`src/rtl/mem_pkg.sv`:
```
// Shared types and sizing for the frame memory write path.
package mem_pkg;

   localparam int MEM_DATA_W  = 16;
   localparam int MEM_ADDR_W  = 3;
   localparam int MEM_DEPTH   = 8;
   localparam int FRAME_CNT_W = 8;

   typedef enum logic [1:0] {
      ST_IDLE = 2'd0,
      ST_FILL = 2'd1,
      ST_LAST = 2'd2,
      ST_DONE = 2'd3
   } wr_state_t;

endpackage

```
`src/rtl/mem_wr_csum.sv`:
```
// XOR accumulator over the accepted words of one frame.
// load restarts the sum with the current word; clr zeroes it.
module mem_wr_csum #(
   parameter int DATA_W = 16
) (
   input  logic              clk,
   input  logic              rst_n,
   input  logic              clr,
   input  logic              load,
   input  logic              en,
   input  logic [DATA_W-1:0] din,
   output logic [DATA_W-1:0] csum
);

   // Clear has priority; otherwise fold in each accepted word.
   always_ff @(posedge clk) begin
      if (!rst_n) begin
         csum <= '0;
      end else if (clr) begin
         csum <= '0;
      end else if (en) begin
         csum <= load ? din : (csum ^ din);
      end
   end

endmodule

```
`src/rtl/mem_wr_seq.sv`:
```
// Frame write sequencer feeding the 8 x 16 dual-port frame memory.
// Optional checksum: define MEM_WR_SEQ_CSUM_EN to build the XOR accumulator,
// otherwise csum is tied to zero.
//
//   state   | meaning
//   --------+------------------------------------------------
//   IDLE    | no word of the current frame accepted yet
//   FILL    | part of the frame accepted
//   LAST    | write of the final word is being issued
//   DONE    | frame resident in memory, waiting for frame_ack
module mem_wr_seq
   import mem_pkg::*;
#(
   parameter int DATA_W = MEM_DATA_W,
   parameter int ADDR_W = MEM_ADDR_W,
   parameter int DEPTH  = MEM_DEPTH
) (
   input  logic                   clk,
   input  logic                   rst_n,
   input  logic                   in_valid,
   input  logic [DATA_W-1:0]      in_data,
   output logic                   in_ready,
   input  logic                   abort,
   input  logic                   frame_ack,
   output logic                   wr_en,
   output logic [ADDR_W-1:0]      wr_addr,
   output logic [DATA_W-1:0]      wr_data,
   output logic                   frame_done,
   output logic [FRAME_CNT_W-1:0] frame_cnt,
   output logic [DATA_W-1:0]      csum
);

   localparam logic [ADDR_W-1:0] LAST_PTR = ADDR_W'(DEPTH - 1);

   wr_state_t         state;
   logic [ADDR_W-1:0] ptr;
   logic              open_st;
   logic              abort_ok;
   logic              take;

   // Ready comes from registered state only; reset forces it low.
   assign open_st  = (state == ST_IDLE) || (state == ST_FILL);
   assign in_ready = rst_n && open_st;
   assign abort_ok = abort && open_st;
   // A word offered together with abort is dropped.
   assign take     = in_valid && in_ready && !abort_ok;

   // Sequencer state, write port registers and frame bookkeeping.
   always_ff @(posedge clk) begin
      if (!rst_n) begin
         state      <= ST_IDLE;
         ptr        <= '0;
         wr_en      <= 1'b0;
         wr_addr    <= '0;
         wr_data    <= '0;
         frame_done <= 1'b0;
         frame_cnt  <= '0;
      end else begin
         wr_en <= take;
         if (take) begin
            wr_addr <= ptr;
            wr_data <= in_data;
         end
         case (state)
            ST_IDLE, ST_FILL: begin
               if (abort_ok) begin
                  state <= ST_IDLE;
                  ptr   <= '0;
               end else if (take) begin
                  if (ptr == LAST_PTR) begin
                     state <= ST_LAST;
                     ptr   <= '0;
                  end else begin
                     state <= ST_FILL;
                     ptr   <= ptr + 1'b1;
                  end
               end
            end
            ST_LAST: begin
               state      <= ST_DONE;
               frame_done <= 1'b1;
               frame_cnt  <= frame_cnt + 1'b1;
            end
            ST_DONE: begin
               if (frame_ack) begin
                  state      <= ST_IDLE;
                  frame_done <= 1'b0;
                  ptr        <= '0;
               end
            end
            default: state <= ST_IDLE;
         endcase
      end
   end

`ifdef MEM_WR_SEQ_CSUM_EN
   mem_wr_csum #(
      .DATA_W (DATA_W)
   ) u_csum (
      .clk   (clk),
      .rst_n (rst_n),
      .clr   (abort_ok),
      .load  (state == ST_IDLE),
      .en    (take),
      .din   (in_data),
      .csum  (csum)
   );
`else
   assign csum = '0;
`endif

endmodule

```
`config.mk`:
```
export PLATFORM = sky130hd
export DESIGN_NAME = mem_wr_seq
export DESIGN_NICKNAME = d
export VERILOG_FILES = /design/src/rtl/mem_pkg.sv /design/src/rtl/mem_wr_csum.sv /design/src/rtl/mem_wr_seq.sv
export SDC_FILE = /design/constraint.sdc
export NUM_CORES = 1
export LEC_CHECK = 0
export ABC_AREA = 0
export CORE_MARGIN = 2
export CORE_UTILIZATION = 36
export CTS_CLUSTER_SIZE = 8
export DETAILED_ROUTE_END_ITERATION = 10
export PLACE_DENSITY = 0.74
export SYNTH_ARGS = -nofsm -noshare
export SYNTH_HDL_FRONTEND = slang
export SYNTH_SLANG_ARGS = --single-unit
```
`constraint.sdc`:
```
create_clock -name clk -period 1.4 [get_ports clk]
set_clock_uncertainty 0.1 [all_clocks]
set_input_delay 0.28 -clock clk [delete_from_list [all_inputs] [get_ports clk]]
set_output_delay 0.28 -clock clk [all_outputs]
set_load 0.1 [all_outputs]
```
==> flow_metrics.tcl, run 1 <==
set metrics [dict create \
    synth-simple-area-share_pct 21.1 \
    grt-ovfl-total 0 \
    synth-main-ff-cell "dfxtp_1" \
    diodes 0 \
    ant_nets 0 \
    final-max-slew-violation-count 0 \
    violations "setup timing" \
    die-area_um2 4510 \
    nNetsFinal 257 \
    cts_tree "yes" \
    ys_seq_area_share_pct 47.4 \
    synth_area_um2 1440 \
    setup_viol_count_final 2 \
    rsz0062_at_grt "true" \
    regToRegStartpoint "state[1]" \
    grt_pass1_wl_um 5560 \
    path_clk_slew_ns 0.07 \
    dr_total_vias 1333 \
    pre_cts_ws_ns -0.193 \
    period_share_pct 101 \
    syn_to_final_growth_pct 74.2 \
    startpoint_type "register" \
    hpwlAfterDp_um 2550 \
    finalWirelength_um 3500 \
    die_x_um 67.1 \
    vdd_ir_drop_max_v 0.000460 \
    track_usage_pct 16.4 \
    cts_num_sinks 34 \
    rows 22 \
    syn_avg_cell_area_um2 8.49 \
    first_pass_iters 4 \
    ys_warn_count 0 \
    cts_hold_buf 0 \
    cts-root-buf "clkbuf_8" \
    synth-seq-cells 34 \
    vias_per_cell 4.73 \
    synth_top_cell_area_share_pct 47.4 \
    fmax_mhz 705 \
    dp.cells 270 \
    power.total_w 0.00227 \
    drive_gt1_share_pct 32.1 \
    synth.area.mux_share_pct 1.39 \
    grt_pass1_vias 1163 \
    power_density_nw_per_um2 909 \
    synth_cell_types 32 \
    antenna_found_initial 0 \
    arrival_ns 1.53 \
    hp-class "reg2reg" \
    outcome "finished with violations" \
    port-buffer-count 50 \
    synth_edf_count 0 \
    synth_largest_area_cell "dfxtp_1" \
    synthXorXnorAreaFrac_pct 1.22 \
    synthesis.instances 169 \
    leakage_nw 1.03 \
    gp_congestion 0.753 \
    post_drt_wl_per_cell_um 12.4 \
    synth_commonest_cells "42 x nand2_1, 34 x dfxtp_1, 25 x a21oi_1" \
    pin_count 67 \
    synthAdderAreaFrac_pct 2.62 \
    finalInstanceArea_um2 2500 \
    post-route-drc-count 0 \
    drtIter0Drc 80 \
    start_util_pct 38.3 \
    final.min_clock_period_ns 1.42 \
    min_from "wr_data[13]" \
    synth-compound-area-share_pct 13.9 \
    numCtsBuffers 5 \
    postPlaceCellArea_um2 2350 \
    startpoint "state[1]" \
    setup_tns_ns -0.0273 \
    hold_viol_final 0 \
    htreeDepth 2 \
    clock_tree.buffer_depth 2 \
    maxCapViolCount 0 \
    async_flop_share_pct 0 \
    grt_max_degree 22 \
    endpoint_kind "register" \
    die_h_um 67.1 \
    synth.area.top_cells "dfxtp_1 47%, nand2_1 11%, a21oi_1 8.7%" \
    synth_most_common_cell "nand2_1" \
    cp.required_ns 1.51 \
    synth_top_family_by_area "simple AND/OR/NAND/NOR gates" \
    insertion_delay_ns 0.28 \
    fin_ws_ns -0.0188 \
    final_cell_count_no_fill 282 \
    crit_type "reg2reg" \
    critPathMaxFanout 7 \
    fp.coreArea_um2 3740 \
]
==> cell type report <==
class / instances / area (um^2)
clock buffer: 6 / 82.6
clock inverter: 2 / 11.3
fill: 314 / 1240
inverter: 3 / 11.3
multi-input combinational: 123 / 683
sequential: 34 / 712
tap: 48 / 60.1
timing repair buffer: 66 / 940
==> per-stage QoR <==
stage / util, % / hold slack, ns
after floorplan: - / 0.316
after global placement: 62.8 / 0.362
after detailed placement: 62.8 / 0.388
after CTS: 65.8 / 0.398
after global routing: 66.8 / 0.423
final: 66.8 / 0.394
==> worst paths after layout <==
kind / to / slack, ns / cells after the start
worst max register to register: frame_cnt[7] / -0.02 / 4
worst max-delay path: frame_cnt[7] / -0.02 / 4
worst min register to register: wr_data[13] / 0.39 / 2
worst min-delay path: wr_data[13] / 0.39 / 2
==> metal layers <==
metal  routed length (um)  vias to the layer above  track usage [%]
met5                    0                        -                0
met4                   34                        0             4.59
met3                  258                        6             5.50
met2                 1810                       50             26.5
met1                 1390                      613             20.9
li1                     -                      664                -
==> cell families after synthesis <==
kind of cell	after synthesis
other cells	1
compound gates	35
fa+ha+maj	3
mux	2
buf+inv	27
xor+xnor	2
flops	34
simple gates	65
==> cell usage in the layout, fill, tap and decap left out, types with 2 or more instances in the layout <==
cell / Yosys / routed
nor3_1: 3 / 3
buf_12: 0 / 31
mux2i_1: 2 / 2
buf_4: 16 / 13
nor2_1: 7 / 6
clkbuf_8: 0 / 6
o31ai_1: 3 / 3
a22o_1: 2 / 2
clkdlybuf4s50_1: 0 / 19
a21oi_1: 25 / 24
inv_2: 0 / 3
conb_1: 1 / 16
or4_1: 3 / 2
nand2_1: 42 / 40
nand4_1: 2 / 2
dfxtp_1: 34 / 25
dfxtp_4: 0 / 8
buf_6: 1 / 2
==> power by group <==
group	internal (W)	leakage [nW]	total [W]	switching, W
registers	0.000972	0.283	0.000993	0.0000210
logic	0.000150	0.694	0.000534	0.000384
clock network	0.000396	0.0515	0.000746	0.000350
total	0.00152	1.03	0.00227	0.000755
==> flip-flops by register name, summed over array words and instances (netlist names) <==
name and cells:
frame_done 1, wr_data 16, frame_cnt 8, wr_en 1, state 2, ptr 3
wr_addr 3
==> worst max-delay path: stages, from the launching register on <==
cell and delay, ns:
dfxtp_4 0.36, buf_6 0.13, nand3b_4 0.10, or4_4 0.50, a21oi_2 0.15
==> timing repair <==
action                                  in CTS  in global routing
gates cloned                                 0                  0
endpoints found under the setup margin       6                 17
pin swaps                                    1                  4
setup buffers                                1                  3
gates resized for setup                      6                  6
(Power assumes the default switching activity.)
==> run 2: changes to the inputs <==
--- a/config.mk
+++ b/config.mk
@@ -6,11 +6,11 @@
 export NUM_CORES = 1
 export LEC_CHECK = 0
 export ABC_AREA = 0
-export CORE_MARGIN = 2
+export CORE_MARGIN = 1
 export CORE_UTILIZATION = 36
 export CTS_CLUSTER_SIZE = 8
 export DETAILED_ROUTE_END_ITERATION = 10
-export PLACE_DENSITY = 0.74
+export PLACE_DENSITY = 0.82
 export SYNTH_ARGS = -nofsm -noshare
 export SYNTH_HDL_FRONTEND = slang
 export SYNTH_SLANG_ARGS = --single-unit
==> flow_metrics.tcl, run 2 (same netlist as run 1, synthesis figures left out) <==
set metrics [dict create \
    period_share_pct 97.9 \
    arrival_ns 1.49 \
    first_pass_iters 4 \
    grt-ovfl-total 0 \
    final_cell_mix "40 x nand2_1, 30 x buf_12, 24 x dfxtp_1" \
    fmax_mhz 730 \
    start_util_pct 38.3 \
    pin_count 67 \
    fin_ws_ns 0.0292 \
    startpoint_type "register" \
    pwr-share-comb_pct 23.4 \
    top_register "wr_data" \
    path_clk_slew_ns 0.07 \
    die_x_um 65.1 \
    swShare_pct 33.2 \
    leakage_nw 1.02 \
    met1Wirelength_um 1390 \
    ant_nets 0 \
    critPathMaxStageDelay_ns 0.50 \
    die_h_um 65.1 \
    seqPwrFrac_pct 43.8 \
    path_cells "ha_4, inv_2, or4_4, a21oi_2" \
    cp.required_ns 1.52 \
    grt_pass1_vias 1190 \
    grt_pass1_wl_um 5440 \
    cts-root-buf "clkbuf_8" \
    fillers 315 \
    diodes 0 \
    cts_num_sinks 34 \
    insertion_delay_ns 0.29 \
    power_switching_w 0.000753 \
    post-route-drc-count 0 \
    reg.largest.list "wr_data x16, frame_cnt x8" \
    drive_gt1_share_pct 31.5 \
    track_usage_pct 17.1 \
    antenna_found_initial 0 \
    power.total_w 0.00227 \
    vias_per_cell 4.62 \
    cts_tree "yes" \
    grt_max_degree 21 \
    final-max-slew-violation-count 0 \
    syn_to_final_growth_pct 72.5 \
    power_density_nw_per_um2 917 \
    nNetsFinal 255 \
    top_layer_used "met4" \
    crit_slowest_cell "or4_4" \
    hpwlAfterDp_um 2470 \
    final.min_clock_period_ns 1.37 \
    gp_congestion 0.732 \
    rsz0062_at_grt "true" \
    hp-class "reg2reg" \
    endpoint_kind "register" \
    outcome "completed" \
    pre_cts_ws_ns -0.187 \
    dr_total_vias 1293 \
    setup_tns_ns 0 \
    critPathMaxFanout 4 \
    post_drt_wl_per_cell_um 12.0 \
    clock_tree.buffer_depth 2 \
    setup_viol_count_final 0 \
    drtIter0Drc 52 \
    die-area_um2 4240 \
    layout_commonest_cell "nand2_1" \
    hold_viol_final 0 \
    p_int_w 0.00152 \
    numCtsBuffers 5 \
    cts_hold_buf 0 \
    p_clk_share_pct 32.8 \
    port-buffer-count 50 \
    multi_input_area_um2 688 \
    crit_type "reg2reg" \
    maxCapViolCount 0 \
    htreeDepth 2 \
    worst-r2r-setup-slack_ns 0.03 \
    ff_latch_area_um2 713 \
    rows 22 \
    vdd_ir_drop_max_v 0.000623 \
    dr_wl_met2_um 1690 \
    fp.coreArea_um2 3740 \
    wl_met3_um 218 \
    finalWirelength_um 3360 \
    largest_reg_flops 16 \
]
-- run 2: what timing repair did --
action,CTS,global route
setup endpoints to repair,4,16
setup buffers,2,1
resized for setup,4,9
pin swaps,1,1
gates cloned,0,0
hold endpoints to repair,0,0
-- run 2: per-stage QoR --
stage,area (um^2),instances,util (%),hold slack (ns)
after floorplan,1550,184,-,0.316
after global placement,2340,270,62.5,0.363
after global routing,2480,280,66.1,0.405
final,2480,280,66.1,0.384
after CTS,2440,279,65.2,0.385
after detailed placement,2340,270,62.5,0.376
-- run 2: power groups by stage --
| stage | clock network (W) | logic (W) | registers (W) |
|---|---|---|---|
| after floorplan | 0 | 0.000286 | 0.00113 |
| after global placement | 0 | 0.000526 | 0.00102 |
| after detailed placement | 0 | 0.000530 | 0.00102 |
| after CTS | 0.000757 | 0.000531 | 0.000993 |
| after global routing | 0.000809 | 0.000551 | 0.000996 |
| final | 0.000744 | 0.000532 | 0.000994 |
-- run 2: layer usage --
metal,GRT usage (%),up-vias
li1,-,661
met1,19.6,581
met2,29.0,45
met3,5.73,6
met4,7.34,0
met5,0,-
-- run 2: path summary, 6_finish.rpt --
| kind | from | to | depth (start not counted) |
|---|---|---|---|
| max | frame_cnt[1] | frame_cnt[6] | 4 |
| min reg2reg | ptr[2] | wr_addr[2] | 2 |
| min | ptr[2] | wr_addr[2] | 2 |
| max reg2reg | frame_cnt[1] | frame_cnt[6] | 4 |
-- run 2: worst max-delay path, delay by kind of cell (launching register included) --
| kind | cells | cell delay, ns |
|---|---|---|
| buf+inv | 1 | 0.03 |
| simple gates | 1 | 0.50 |
| flops | 1 | 0.40 |
| compound gates | 1 | 0.11 |
| fa+ha+maj | 1 | 0.16 |
-- run 2: layout make-up --
cell class | instances | area share, %
clock buffers | 7 | 3.49
clock inverters | 1 | 0.202
inverters | 3 | 0.455
multi-input cells | 123 | 27.8
flip-flops and latches | 34 | 28.8
well taps | 48 | 2.43
repair buffers | 64 | 36.8
==> run 3: changes to the inputs <==
==> constraint.sdc (replaced) <==
create_clock -name clk -period 1.1 [get_ports clk]
set_clock_uncertainty 0.1 [all_clocks]
set_input_delay 0.22 -clock clk [delete_from_list [all_inputs] [get_ports clk]]
set_output_delay 0.22 -clock clk [all_outputs]
set_load 0.1 [all_outputs]
==> flow_metrics.tcl, run 3 (same netlist as run 1, synthesis figures left out) <==
set metrics [dict create \
    layout_commonest_cell "buf_12" \
    hold_viol_final 0 \
    cts-root-buf "clkbuf_8" \
    diodes 0 \
    insertion_delay_ns 0.29 \
    drtIter0Drc 35 \
    gp_congestion 0.746 \
    cp.buffers_inverters 1 \
    cp.required_ns 1.22 \
    grt-ovfl-total 0 \
    antenna_found_initial 0 \
    finalInstanceArea_um2 3150 \
    outcome "finished with violations" \
    rsz0062_at_grt "true" \
    hp-class "in2reg" \
    post_drt_wl_per_cell_um 15.5 \
    power.total_w 0.00329 \
    numCtsBuffers 5 \
    cts_tree "yes" \
    critPathMaxFanout 7 \
    top_register "wr_data" \
    crit_slowest_cell "or4_4" \
    first_pass_iters 4 \
    power_density_nw_per_um2 1040 \
    drive_gt1_share_pct 61.5 \
    fp.coreArea_um2 3740 \
    rows 22 \
    worst-r2r-setup-slack_ns -0.31 \
    maxCapViolCount 0 \
    largest_reg_flops 16 \
    path_clk_slew_ns 0.07 \
    fin_ws_ns -0.307 \
    die-area_um2 4240 \
    htreeDepth 2 \
    ant_nets 0 \
    cts_num_sinks 34 \
    finalWirelength_um 4920 \
    r2r_end "frame_cnt[7]" \
    nNetsFinal 293 \
    syn_to_final_growth_pct 119 \
    dr_total_vias 1568 \
    port-buffer-count 50 \
    final.min_clock_period_ns 1.41 \
    min_path_cells 3 \
    leakage_nw 1.30 \
    endpoint_kind "register" \
    track_usage_pct 21.4 \
    holdPathEnd "wr_data[10]" \
    start_util_pct 38.3 \
    grt_pass1_vias 1434 \
    reg.largest.list "wr_data x16, frame_cnt x8" \
    fmax_mhz 711 \
    regToRegStartpoint "state[1]" \
    startpoint_type "register" \
    critPathMaxStageDelay_ns 0.53 \
    violations "setup timing" \
    final-max-slew-violation-count 0 \
    arrival_ns 1.53 \
    pin_count 67 \
    die_h_um 65.1 \
    grt_pass1_wl_um 6710 \
    clock_tree.buffer_depth 2 \
    hpwlAfterDp_um 2800 \
    postPlaceCellArea_um2 2570 \
    post-route-drc-count 0 \
    vdd_ir_drop_max_v 0.000905 \
    setup_tns_ns -9.44 \
    crit_type "reg2reg" \
    vias_per_cell 4.93 \
    path_cells "buf_12, nand3b_4, or4_4, a21oi_2" \
    min_from "in_data[10]" \
    period_share_pct 128 \
    final_cell_mix "34 x buf_12, 31 x nand2_1, 29 x buf_4" \
    path_delay_family "simple AND/OR/NAND/NOR gates" \
    setup_viol_count_final 64 \
    die_x_um 65.1 \
    r2r_cells 4 \
    grt_max_degree 21 \
]
-- run 3: worst max path at each step --
stage,from,endpoint,slack [ns],cells after the start
6_report,state[1],frame_cnt[7],-0.31,4
5_1_grt,state[1],frame_cnt[7],-0.34,4
4_1_cts,state[1],in_ready,-0.31,3
3_5_place_dp,in_valid,wr_data[6],-0.46,6
3_3_place_gp,rst_n,in_ready,-0.42,4
2_1_floorplan,frame_cnt[3],frame_cnt[6],-0.36,3
-- run 3: layer usage --
metal / track usage [%] / vias to the layer above / part of all wire, %
li1: - / 739 / -
met1: 22.9 / 768 / 41
met2: 40.0 / 53 / 53
met3: 5.38 / 8 / 5.0
met4: 8.15 / 0 / 1.5
met5: 0 / - / 0
-- run 3: cell type report --
class	instances	area, um^2
Clock buffer	8	133
Fill cell	195	594
Inverter	3	16.3
Multi-Input combinational cell	123	856
Sequential cell	34	746
Tap cell	48	60.1
Timing Repair Buffer	102	1340
-- run 3: worst reg2reg max path, delay by kind of cell, from the launching register on --
family          cells  cell delay, ns
simple gates        2            0.63
compound gates      1            0.12
flops               1            0.39
buf+inv             1            0.11
-- run 3: repair_timing --
action | CTS | global route
hold endpoints to repair | 0 | 0
cloned | 0 | 3
pin swaps | 8 | 11
hold buffers | 0 | 0
resized for setup | 25 | 36
endpoints found under the setup margin | 64 | 64
setup buffers | 13 | 11
-- run 3: through the flow --
stage	setup slack [ns]	cells	hold WS [ns]	utilization, %
after floorplan	-0.358	184	0.247	-
after global placement	-0.420	285	0.360	68.7
after detailed placement	-0.460	285	0.365	68.7
after CTS	-0.305	305	0.362	77.1
after global routing	-0.342	318	0.383	84.1
final	-0.307	318	0.370	84.1
-- run 3: report_power, final --
| group | internal, W | switching, W |
|---|---|---|
| clock | 0.000783 | 0.000460 |
| combinational | 0.000245 | 0.000536 |
| sequential | 0.00124 | 0.0000269 |
